--- src/rtl/pair_stim_gen_if.sv ---
// pair_stim_gen_if: control and stimulus bundle between the pair stimulus
// generator and the capture/DUT side.
//   start, abort, pair_ready        : capture side -> generator
//   stim[IN_SIZE]                   : operand value driven to the DUT
//   begin_pulse, end_pulse          : transition-window markers
//   pair_valid, sim_idx[SIM_W]      : completed pair and its index
//   busy, done                      : campaign status
// Modports: master = generator, slave = capture side.
interface pair_stim_gen_if #(
  parameter int unsigned IN_SIZE = 8,
  parameter int unsigned SIM_W   = 16
);

  logic               start;
  logic               abort;
  logic               pair_ready;
  logic [IN_SIZE-1:0] stim;
  logic               begin_pulse;
  logic               end_pulse;
  logic               pair_valid;
  logic [SIM_W-1:0]   sim_idx;
  logic               busy;
  logic               done;

  modport master (
    input  start,
    input  abort,
    input  pair_ready,
    output stim,
    output begin_pulse,
    output end_pulse,
    output pair_valid,
    output sim_idx,
    output busy,
    output done
  );

  modport slave (
    output start,
    output abort,
    output pair_ready,
    input  stim,
    input  begin_pulse,
    input  end_pulse,
    input  pair_valid,
    input  sim_idx,
    input  busy,
    input  done
  );

endinterface

--- src/rtl/pair_stim_gen.sv ---
// pair_stim_gen: walks every operand pair (i, j), i outer / j inner, each in
// 0..N_VALUES-1. For each pair it drives stim=i for HOLD_CYCLES cycles, then
// stim=j for HOLD_CYCLES cycles (the transition window, marked by
// begin_pulse/end_pulse), then holds j with pair_valid=1 until pair_ready.
// A campaign ends with a one-cycle done pulse.
// Ports:
//   clk     : clock, rising edge
//   rst_n   : synchronous active-low reset
//   bus     : pair_stim_gen_if.master (start, abort, pair_ready in;
//             stim, begin_pulse, end_pulse, pair_valid, sim_idx, busy, done out)
// Build option: define PAIR_STIM_SKIP_DIAG_EN to skip pairs with i == j.
// All outputs are registered; they are computed from the next state.
module pair_stim_gen #(
  parameter int unsigned IN_SIZE     = 8,
  parameter int unsigned N_VALUES    = 4,
  parameter int unsigned HOLD_CYCLES = 1,
  parameter int unsigned SIM_W       = 16
) (
  input  logic            clk,
  input  logic            rst_n,
  pair_stim_gen_if.master bus
);

  // i and j must also hold N_VALUES so "past the last row" is representable
  localparam int unsigned CNT_W  = $clog2(N_VALUES + 1);
  localparam int unsigned HOLD_W = $clog2(HOLD_CYCLES + 1);

  localparam logic [CNT_W-1:0]  VAL_LAST    = CNT_W'(N_VALUES - 1);
  localparam logic [CNT_W-1:0]  VAL_END     = CNT_W'(N_VALUES);
  localparam logic [HOLD_W-1:0] HOLD_RELOAD = HOLD_W'(HOLD_CYCLES - 1);

`ifdef PAIR_STIM_SKIP_DIAG_EN
  localparam logic [CNT_W-1:0]  FIRST_J     = CNT_W'(1);
`else
  localparam logic [CNT_W-1:0]  FIRST_J     = CNT_W'(0);
`endif

  typedef enum logic [2:0] {
    IDLE     = 3'd0,
    APPLY_I  = 3'd1,
    APPLY_J  = 3'd2,
    WAIT_ACK = 3'd3,
    FIN      = 3'd4
  } state_e;

  state_e               state_q, state_d;
  logic [CNT_W-1:0]     i_q, i_d;
  logic [CNT_W-1:0]     j_q, j_d;
  logic [HOLD_W-1:0]    hold_q, hold_d;
  logic [SIM_W-1:0]     sim_idx_q, sim_idx_d;
  logic [IN_SIZE-1:0]   stim_q, stim_d;
  logic                 begin_pulse_q, begin_pulse_d;
  logic                 end_pulse_q, end_pulse_d;
  logic                 pair_valid_q, pair_valid_d;
  logic                 busy_q, busy_d;
  logic                 done_q, done_d;

  logic [CNT_W-1:0]     nxt_i_c;
  logic [CNT_W-1:0]     nxt_j_c;
  logic                 last_pair_c;

  // Successor of the current pair; optionally steps over the diagonal.
  always_comb begin
    nxt_i_c = i_q;
    nxt_j_c = j_q;
    if (j_q == VAL_LAST) begin
      nxt_i_c = i_q + CNT_W'(1);
      nxt_j_c = '0;
    end else begin
      nxt_j_c = j_q + CNT_W'(1);
    end
`ifdef PAIR_STIM_SKIP_DIAG_EN
    // one extra step suffices: the pair after a diagonal is never diagonal
    if (nxt_i_c == nxt_j_c) begin
      if (nxt_j_c == VAL_LAST) begin
        nxt_i_c = nxt_i_c + CNT_W'(1);
        nxt_j_c = '0;
      end else begin
        nxt_j_c = nxt_j_c + CNT_W'(1);
      end
    end
`endif
    last_pair_c = (nxt_i_c == VAL_END);
  end

  // Next-state logic and registered-output decode.
  always_comb begin
    state_d       = state_q;
    i_d           = i_q;
    j_d           = j_q;
    hold_d        = hold_q;
    sim_idx_d     = sim_idx_q;
    stim_d        = '0;
    begin_pulse_d = 1'b0;
    end_pulse_d   = 1'b0;
    pair_valid_d  = 1'b0;
    busy_d        = 1'b0;
    done_d        = 1'b0;

    unique case (state_q)
      IDLE: begin
        if (bus.start) begin
          state_d   = APPLY_I;
          i_d       = '0;
          j_d       = FIRST_J;
          sim_idx_d = '0;
        end
      end
      APPLY_I: begin
        if (hold_q == '0) begin
          state_d = APPLY_J;
        end else begin
          hold_d = hold_q - HOLD_W'(1);
        end
      end
      APPLY_J: begin
        if (hold_q == '0) begin
          state_d = WAIT_ACK;
        end else begin
          hold_d = hold_q - HOLD_W'(1);
        end
      end
      WAIT_ACK: begin
        if (bus.pair_ready) begin
          sim_idx_d = sim_idx_q + SIM_W'(1);
          if (last_pair_c) begin
            state_d = FIN;
          end else begin
            state_d = APPLY_I;
            i_d     = nxt_i_c;
            j_d     = nxt_j_c;
          end
        end
      end
      FIN: begin
        state_d = IDLE;
      end
      default: begin
        state_d = IDLE;
      end
    endcase

    // abort wins over start and pair_ready in every state
    if (bus.abort) begin
      state_d   = IDLE;
      i_d       = '0;
      j_d       = '0;
      sim_idx_d = '0;
    end

    // hold counter restarts on every state change
    if (state_d != state_q) begin
      hold_d = HOLD_RELOAD;
    end

    // outputs reflect the state being entered
    unique case (state_d)
      APPLY_I: begin
        stim_d = IN_SIZE'(i_d);
        busy_d = 1'b1;
      end
      APPLY_J: begin
        stim_d        = IN_SIZE'(j_d);
        busy_d        = 1'b1;
        begin_pulse_d = (hold_d == HOLD_RELOAD);
        end_pulse_d   = (hold_d == '0);
      end
      WAIT_ACK: begin
        stim_d       = IN_SIZE'(j_d);
        busy_d       = 1'b1;
        pair_valid_d = 1'b1;
      end
      FIN: begin
        done_d = 1'b1;
      end
      default: begin
        stim_d = '0;
      end
    endcase
  end

  // State and output registers.
  always_ff @(posedge clk) begin
    if (!rst_n) begin
      state_q       <= IDLE;
      i_q           <= '0;
      j_q           <= '0;
      hold_q        <= HOLD_RELOAD;
      sim_idx_q     <= '0;
      stim_q        <= '0;
      begin_pulse_q <= 1'b0;
      end_pulse_q   <= 1'b0;
      pair_valid_q  <= 1'b0;
      busy_q        <= 1'b0;
      done_q        <= 1'b0;
    end else begin
      state_q       <= state_d;
      i_q           <= i_d;
      j_q           <= j_d;
      hold_q        <= hold_d;
      sim_idx_q     <= sim_idx_d;
      stim_q        <= stim_d;
      begin_pulse_q <= begin_pulse_d;
      end_pulse_q   <= end_pulse_d;
      pair_valid_q  <= pair_valid_d;
      busy_q        <= busy_d;
      done_q        <= done_d;
    end
  end

  assign bus.stim        = stim_q;
  assign bus.begin_pulse = begin_pulse_q;
  assign bus.end_pulse   = end_pulse_q;
  assign bus.pair_valid  = pair_valid_q;
  assign bus.sim_idx     = sim_idx_q;
  assign bus.busy        = busy_q;
  assign bus.done        = done_q;

endmodule

--- src/flat_wrapper.sv ---
// flat-port wrapper written by rule: the top's interface ports become plain ports
module pair_stim_gen_flat 
#(
  parameter int unsigned IN_SIZE     = 8,
  parameter int unsigned N_VALUES    = 4,
  parameter int unsigned HOLD_CYCLES = 1,
  parameter int unsigned SIM_W       = 16
)
  (clk, rst_n, bus_start, bus_abort, bus_pair_ready, bus_stim, bus_begin_pulse, bus_end_pulse, bus_pair_valid, bus_sim_idx, bus_busy, bus_done);
  pair_stim_gen_if #(.IN_SIZE(IN_SIZE), .SIM_W(SIM_W)) bus_i ();
  input  logic clk;
  input  logic rst_n;
  input wire logic [$bits(bus_i.start)-1:0] bus_start;
  input wire logic [$bits(bus_i.abort)-1:0] bus_abort;
  input wire logic [$bits(bus_i.pair_ready)-1:0] bus_pair_ready;
  output wire logic [$bits(bus_i.stim)-1:0] bus_stim;
  output wire logic [$bits(bus_i.begin_pulse)-1:0] bus_begin_pulse;
  output wire logic [$bits(bus_i.end_pulse)-1:0] bus_end_pulse;
  output wire logic [$bits(bus_i.pair_valid)-1:0] bus_pair_valid;
  output wire logic [$bits(bus_i.sim_idx)-1:0] bus_sim_idx;
  output wire logic [$bits(bus_i.busy)-1:0] bus_busy;
  output wire logic [$bits(bus_i.done)-1:0] bus_done;
  assign bus_i.start = bus_start;
  assign bus_i.abort = bus_abort;
  assign bus_i.pair_ready = bus_pair_ready;
  assign bus_stim = bus_i.stim;
  assign bus_begin_pulse = bus_i.begin_pulse;
  assign bus_end_pulse = bus_i.end_pulse;
  assign bus_pair_valid = bus_i.pair_valid;
  assign bus_sim_idx = bus_i.sim_idx;
  assign bus_busy = bus_i.busy;
  assign bus_done = bus_i.done;
  pair_stim_gen #(.IN_SIZE(IN_SIZE), .N_VALUES(N_VALUES), .HOLD_CYCLES(HOLD_CYCLES), .SIM_W(SIM_W)) u_core (.clk(clk), .rst_n(rst_n), .bus(bus_i));
endmodule
--- config.mk ---
export PLATFORM = sky130hd
export DESIGN_NAME = pair_stim_gen_flat
export DESIGN_NICKNAME = d
export VERILOG_FILES = /design/src/rtl/pair_stim_gen_if.sv /design/src/rtl/pair_stim_gen.sv /design/src/flat_wrapper.sv
export SDC_FILE = /design/constraint.sdc
export NUM_CORES = 1
export LEC_CHECK = 0
export CAP_MARGIN = 20
export CORE_UTILIZATION = 30
export DETAILED_ROUTE_END_ITERATION = 6
export HOLD_SLACK_MARGIN = 0.15
export SYNTH_ARGS = -nofsm -noshare
export SYNTH_HDL_FRONTEND = slang
export SYNTH_SLANG_ARGS = --single-unit
--- constraint.sdc ---
create_clock -name clk -period 2.65 [get_ports clk]
set_input_delay 0.53 -clock clk [delete_from_list [all_inputs] [get_ports clk]]
set_output_delay 0.53 -clock clk [all_outputs]
set_load 0.02 [all_outputs]
After elaboration in Yosys (flattened, before gate mapping)
Index checks and enable logic that the tools add are counted.
{"block": "totals", "register_bits": 38, "word_cells": 65}
{"block": "classes", "add_sub_neg": 4, "n_eq_ne": 12, "muxes": 29, "bitwise_logic": 2, "reduce_logical": 8}
{"cell": "3-bit two-way mux", "n": 16}
{"cell": "16-bit two-way mux", "n": 2}
{"cell": "16-bit one-hot mux with 2 select lines", "n": 1}
{"cell": "3-bit one-hot mux with 2 select lines", "n": 3}
{"cell": "16-bit by 1-bit adder with 16-bit output, second input constant", "n": 1}
{"cell": "3-bit by 2-bit equality test with 1-bit output, second input constant", "n": 5}
{"cell": "3-bit one-hot mux with 4 select lines", "n": 1}
{"cell": "3-bit by 1-bit adder with 3-bit output, second input constant", "n": 2}
{"cell": "3-bit by 1-bit equality test with 1-bit output, second input constant", "n": 2}
{"cell": "3-bit equality test, second input constant", "n": 2}
{"cell": "1-bit two-way mux", "n": 6}
{"cell": "2-bit OR reduction", "n": 3}
{"cell": "2-bit inequality test, second input constant", "n": 2}
{"cell": "3-bit zero test", "n": 1}
{"cell": "3-bit inequality test", "n": 1}
{"cell": "3-bit AND reduction", "n": 1}
{"cell": "3-bit OR reduction", "n": 1}
{"cell": "1-bit inverter", "n": 2}
{"cell": "2-bit AND reduction", "n": 1}
{"cell": "2-bit nonzero test", "n": 1}
{"cell": "1-bit subtractor, second input constant", "n": 1}

Depth between registers and ports, before layout
{"block": "depth", "word_depth": 10, "depth_mapped": 8, "depth_no_buf": 7}

Least setup slack after synthesis
Ideal clock, no wire load.
{"block": "synth_timing", "path_type": "flip-flop to flip-flop", "start": "register u_core.j_q[0]", "end": "register u_core.stim_q[2], in the netlist u_core.bus.stim[2]", "arrival_ns": 1.927, "t_required_ns": 2.558, "path_slack_ns": 0.631, "path_stages_with_launch": 8, "cell_sequence": "dfxtp_1 -> ha_1 -> nor2b_4 -> mux2i_1 -> o21ai_2 -> a211oi_2 -> nand3_1 -> o32ai_1"}
{"block": "synth_via", "elab_chain_len": 10, "elab_cells_between_ends": 22}
{"element": "from (decl)", "line": "pair_stim_gen.sv:48", "source": "logic [CNT_W-1:0] j_q, j_d;"}
{"element": "from (signal assigned)", "line": "pair_stim_gen.sv:199", "source": "j_q <= j_d;"}
{"element": "3-bit by 2-bit equality test with 1-bit output", "line": "pair_stim_gen.sv:66", "source": "if (j_q == VAL_LAST) begin"}
{"element": "3-bit two-way mux", "line": "pair_stim_gen.sv:66"}
{"element": "3-bit equality test", "line": "pair_stim_gen.sv:83", "source": "last_pair_c = (nxt_i_c == VAL_END);"}
{"element": "3-bit two-way mux", "line": "pair_stim_gen.sv:126", "source": "if (last_pair_c) begin"}
{"element": "3-bit two-way mux", "line": "pair_stim_gen.sv:124", "source": "if (bus.pair_ready) begin"}
{"element": "3-bit one-hot mux with 4 select lines", "line": "pair_stim_gen.sv:100", "source": "unique case (state_q)"}
{"element": "3-bit two-way mux", "line": "pair_stim_gen.sv:144", "source": "if (bus.abort) begin"}
{"element": "3-bit by 2-bit equality test with 1-bit output", "line": "pair_stim_gen.sv:157", "source": "unique case (state_d)"}
{"element": "2-bit OR reduction (no source line)"}
{"element": "3-bit one-hot mux with 2 select lines (*)", "line": "pair_stim_gen.sv:157"}
{"element": "to (signal assigned)", "line": "pair_stim_gen.sv:202", "source": "stim_q <= stim_d;"}
{"element": "to (decl)", "line": "pair_stim_gen.sv:51", "source": "logic [IN_SIZE-1:0] stim_q, stim_d;"}
Every way passes the cells marked *; elsewhere a longest branch is shown, timed or not.
A chain may end at the register's enable or synchronous reset.

Worst setup path after layout
{"block": "layout_timing", "start": "input bus_start", "end": "register u_core.sim_idx_q[7], in the netlist u_core.bus.sim_idx[7]"}
{"block": "layout_via", "elab_chain_len": 2}
{"element": "from (decl)", "line": "flat_wrapper.sv:13", "source": "input wire logic [$bits(bus_i.start)-1:0] bus_start;"}
{"element": "2-bit inequality test (no source line)"}
{"element": "3-bit AND reduction (no source line)"}
{"element": "to (signal assigned)", "line": "pair_stim_gen.sv:201", "source": "sim_idx_q <= sim_idx_d;"}
{"element": "to (decl)", "line": "pair_stim_gen.sv:50", "source": "logic [SIM_W-1:0] sim_idx_q, sim_idx_d;"}
Every way passes these cells.

==> results.md <==
- Clock tree buffer depth: 2
- First-pass GRT wire length: roughly 5600 um
- Antenna cell count: 0
- Drc violations: 0
- Postcts setup bufs: 0
- Leak: between 0.0007 and 0.0008 uW
- Share of cells above drive strength 1: 0.1018
- Post-cts resize count: 0
- GR Overflow Total: 0
- Status: finished clean
- Io pins: 34
- Worst relative slew slack: 0.6544
- Hold violation count in the final report: 0
- All-layer global routing usage: 0.1381
- Area leader, netlist: dfxtp_1
- Row Count: 26
- CTS Hold Bufs: 0
- Ys flop type: dfxtp_1
- Peak supply drop: roughly 0.15 mV
- Power Density: approximately 450 nW/um^2
- Seq cells post-synth: 33
- WP data arrival: about 2.4 ns
- RSZ-0062 raised after global routing: false
- Cell variety after synth: 43
- Critical path data required time: ~2.9 ns
- Worst-margin pin slew: between 0.5 and 0.6 ns
- Wire length on met2: 1517 um
- Routed len/inst: roughly 12 um
- Die Y: 75.29 um
- Worst Setup Path Type: in2reg
- Clock Latency Late Sink: ~0.29 ns
- Post-synth EDFFs: 0
- Crit path time final: between 2 and 2.5 ns
- Vias per inst: 4.787
- Initial antenna violation count: 0
- Max_cap viols: 0
- CTS tree: yes
- Async set or reset register ratio after synthesis: 0
- Vias: about 1400
- Dpl hpwl: 2609 um
- Gpl congestion: between 0.8 and 0.9
- Worst hold path type: reg2reg
- Endpoints failing setup: 0
- YS warnings: 0
- Vias in the first global route: roughly 1200
- DRT iter0 DRCs: 42
- Setup TNS: 0 ns
- Period Utilization, post-route: 0.8123
- Total clock sinks: 33
- Drt pass-1 iters: 4
- Startpoint types: input pin
- Core box area: ~5100 um^2
- Die width: between 70 and 80 um
- DR top layer: met4
- Crit-path max FO: 6
- Top library cells by usage in the layout, fill and taps aside: 33 x dfxtp_1, 28 x clkdlybuf4s50_1, 23 x nor2_1
- Post-synthesis sequential area ratio: 0.4099
- Port bufs: 28
- Die area: approximately 5700 um^2
- Initial Util: 0.3135
- Metal-1 WL: 1737 um
- Final clock skew: between 0.004 and 0.005 ns
- Avg Inst Size Synth: between 8 and 9 um^2
- Synth area leaders: dfxtp_1 41%, nor2_1 5.4%, a21oi_1 5.0%, nand3_1 4.0%, nand2_1 4.0%
- Total wire length: about 3500 um
- Critical Path End Type: flip-flop
- Post-Syn Instances: 191
- # H-tree levels: 2
- CTS Buf Count: 5
- Largest net degree at the start of global routing: 12
- Root Buffer Master: clkbuf_8
- Tot Pwr: roughly 920 uW
- Most common cell after layout, fill and taps aside: dfxtp_1
- Top cell type's share of synthesized area: 0.4099
- Max-slew violation count: 0
- Metal3 WL: around 140 um
- Mapped Area: between 1500 and 2000 um^2
- Clk slew on worst S/H paths: 0.07 ns
- Final nets: ~230
- Max Freq: 464.5 MHz
- Area Growth Syn to Fin: 26.71%
- Number of fillers in the final layout: approximately 550
- Post-route ant nets: 0
## logic make-up after synthesis
logic type,after synthesis,synth area share
other cells,1,0.002327
xor+xnor,8,0.04814
mux,3,0.01941
fa+ha+maj,3,0.02329
compound gates,33,0.1227
buf+inv,17,0.06366
flops,33,0.4099
simple gates,93,0.3106
## Yosys cell counts, types with 4 or more instances
library cell and n:
nor3_1 4, nor2b_1 4, nand2_1 17, dfxtp_1 33, or3_1 7, buf_4 6
xor2_1 6, and2_1 4, inv_1 6, o21ai_0 5, nand3_1 13, nor2_1 23
nand4_1 4, a21oi_1 16
## sequential cells by signal, indices dropped and copies added, names as in the netlist, 3 cells and up
name                cells
u_core.bus.sim_idx     16
u_core.bus.stim         3
u_core.i_q              3
u_core.j_q              3
u_core.state_q          3
## critical path, cell delays in order
cell             delay [ns]
clkdlybuf4s50_1        0.46
or4b_1                 0.56
nand2_4                0.16
nand4_4                0.15
or3_1                  0.37
a21oi_1                0.14
## per-layer routing
metal,vias to the layer above,GRT usage
met3,7,0.05556
met5,-,0
met1,646,0.1768
met2,35,0.1984
li1,729,-
met4,0,0.07407
## final timing paths
path | endpoint | slack [ns] | depth (start not counted) | startpoint
setup reg to reg | u_core.hold_q | 0.57 | 8 | u_core.j_q[0]
hold reg to reg | u_core.bus.sim_idx[10] | 0.50 | 2 | u_core.bus.sim_idx[10]
setup / recovery | u_core.bus.sim_idx[7] | 0.50 | 6 | bus_start
hold / removal | u_core.bus.sim_idx[10] | 0.50 | 2 | u_core.bus.sim_idx[10]
## per-stage QoR
step	instance area, um^2	hold WS, ns	instances	setup WS (ns)	utilization
after floorplan	1627	0.4807	195	0.6305	-
after global placement	1959	0.4872	288	0.2068	0.3812
after detailed placement	1959	0.4948	288	0.2091	0.3812
after CTS	2042	0.5070	296	0.4993	0.3973
after global routing	2042	0.5500	296	0.2908	0.3973
final	2042	0.5037	296	0.4973	0.3973
## layout make-up
type / count / area (um^2) / share of cell area
timing repair buffer: 34 / 325.3 / 0.1593
tap: 70 / 87.58 / 0.04289
clock buffer: 6 / 72.57 / 0.03554
sequential: 33 / 660.6 / 0.3235
clock inverter: 2 / 10.01 / 0.004902
inverter: 6 / 22.52 / 0.01103
multi-input combinational: 145 / 863.3 / 0.4228
## power breakdown
group / switching [uW] / internal (uW) / leakage [uW]
logic: 31.8 / 20.2 / 0.000431
registers: 1.95 / 498 / 0.000266
clock network: 183 / 182 / 0.0000450
total: 217 / 700 / 0.000742
(Power assumes the default switching activity.)
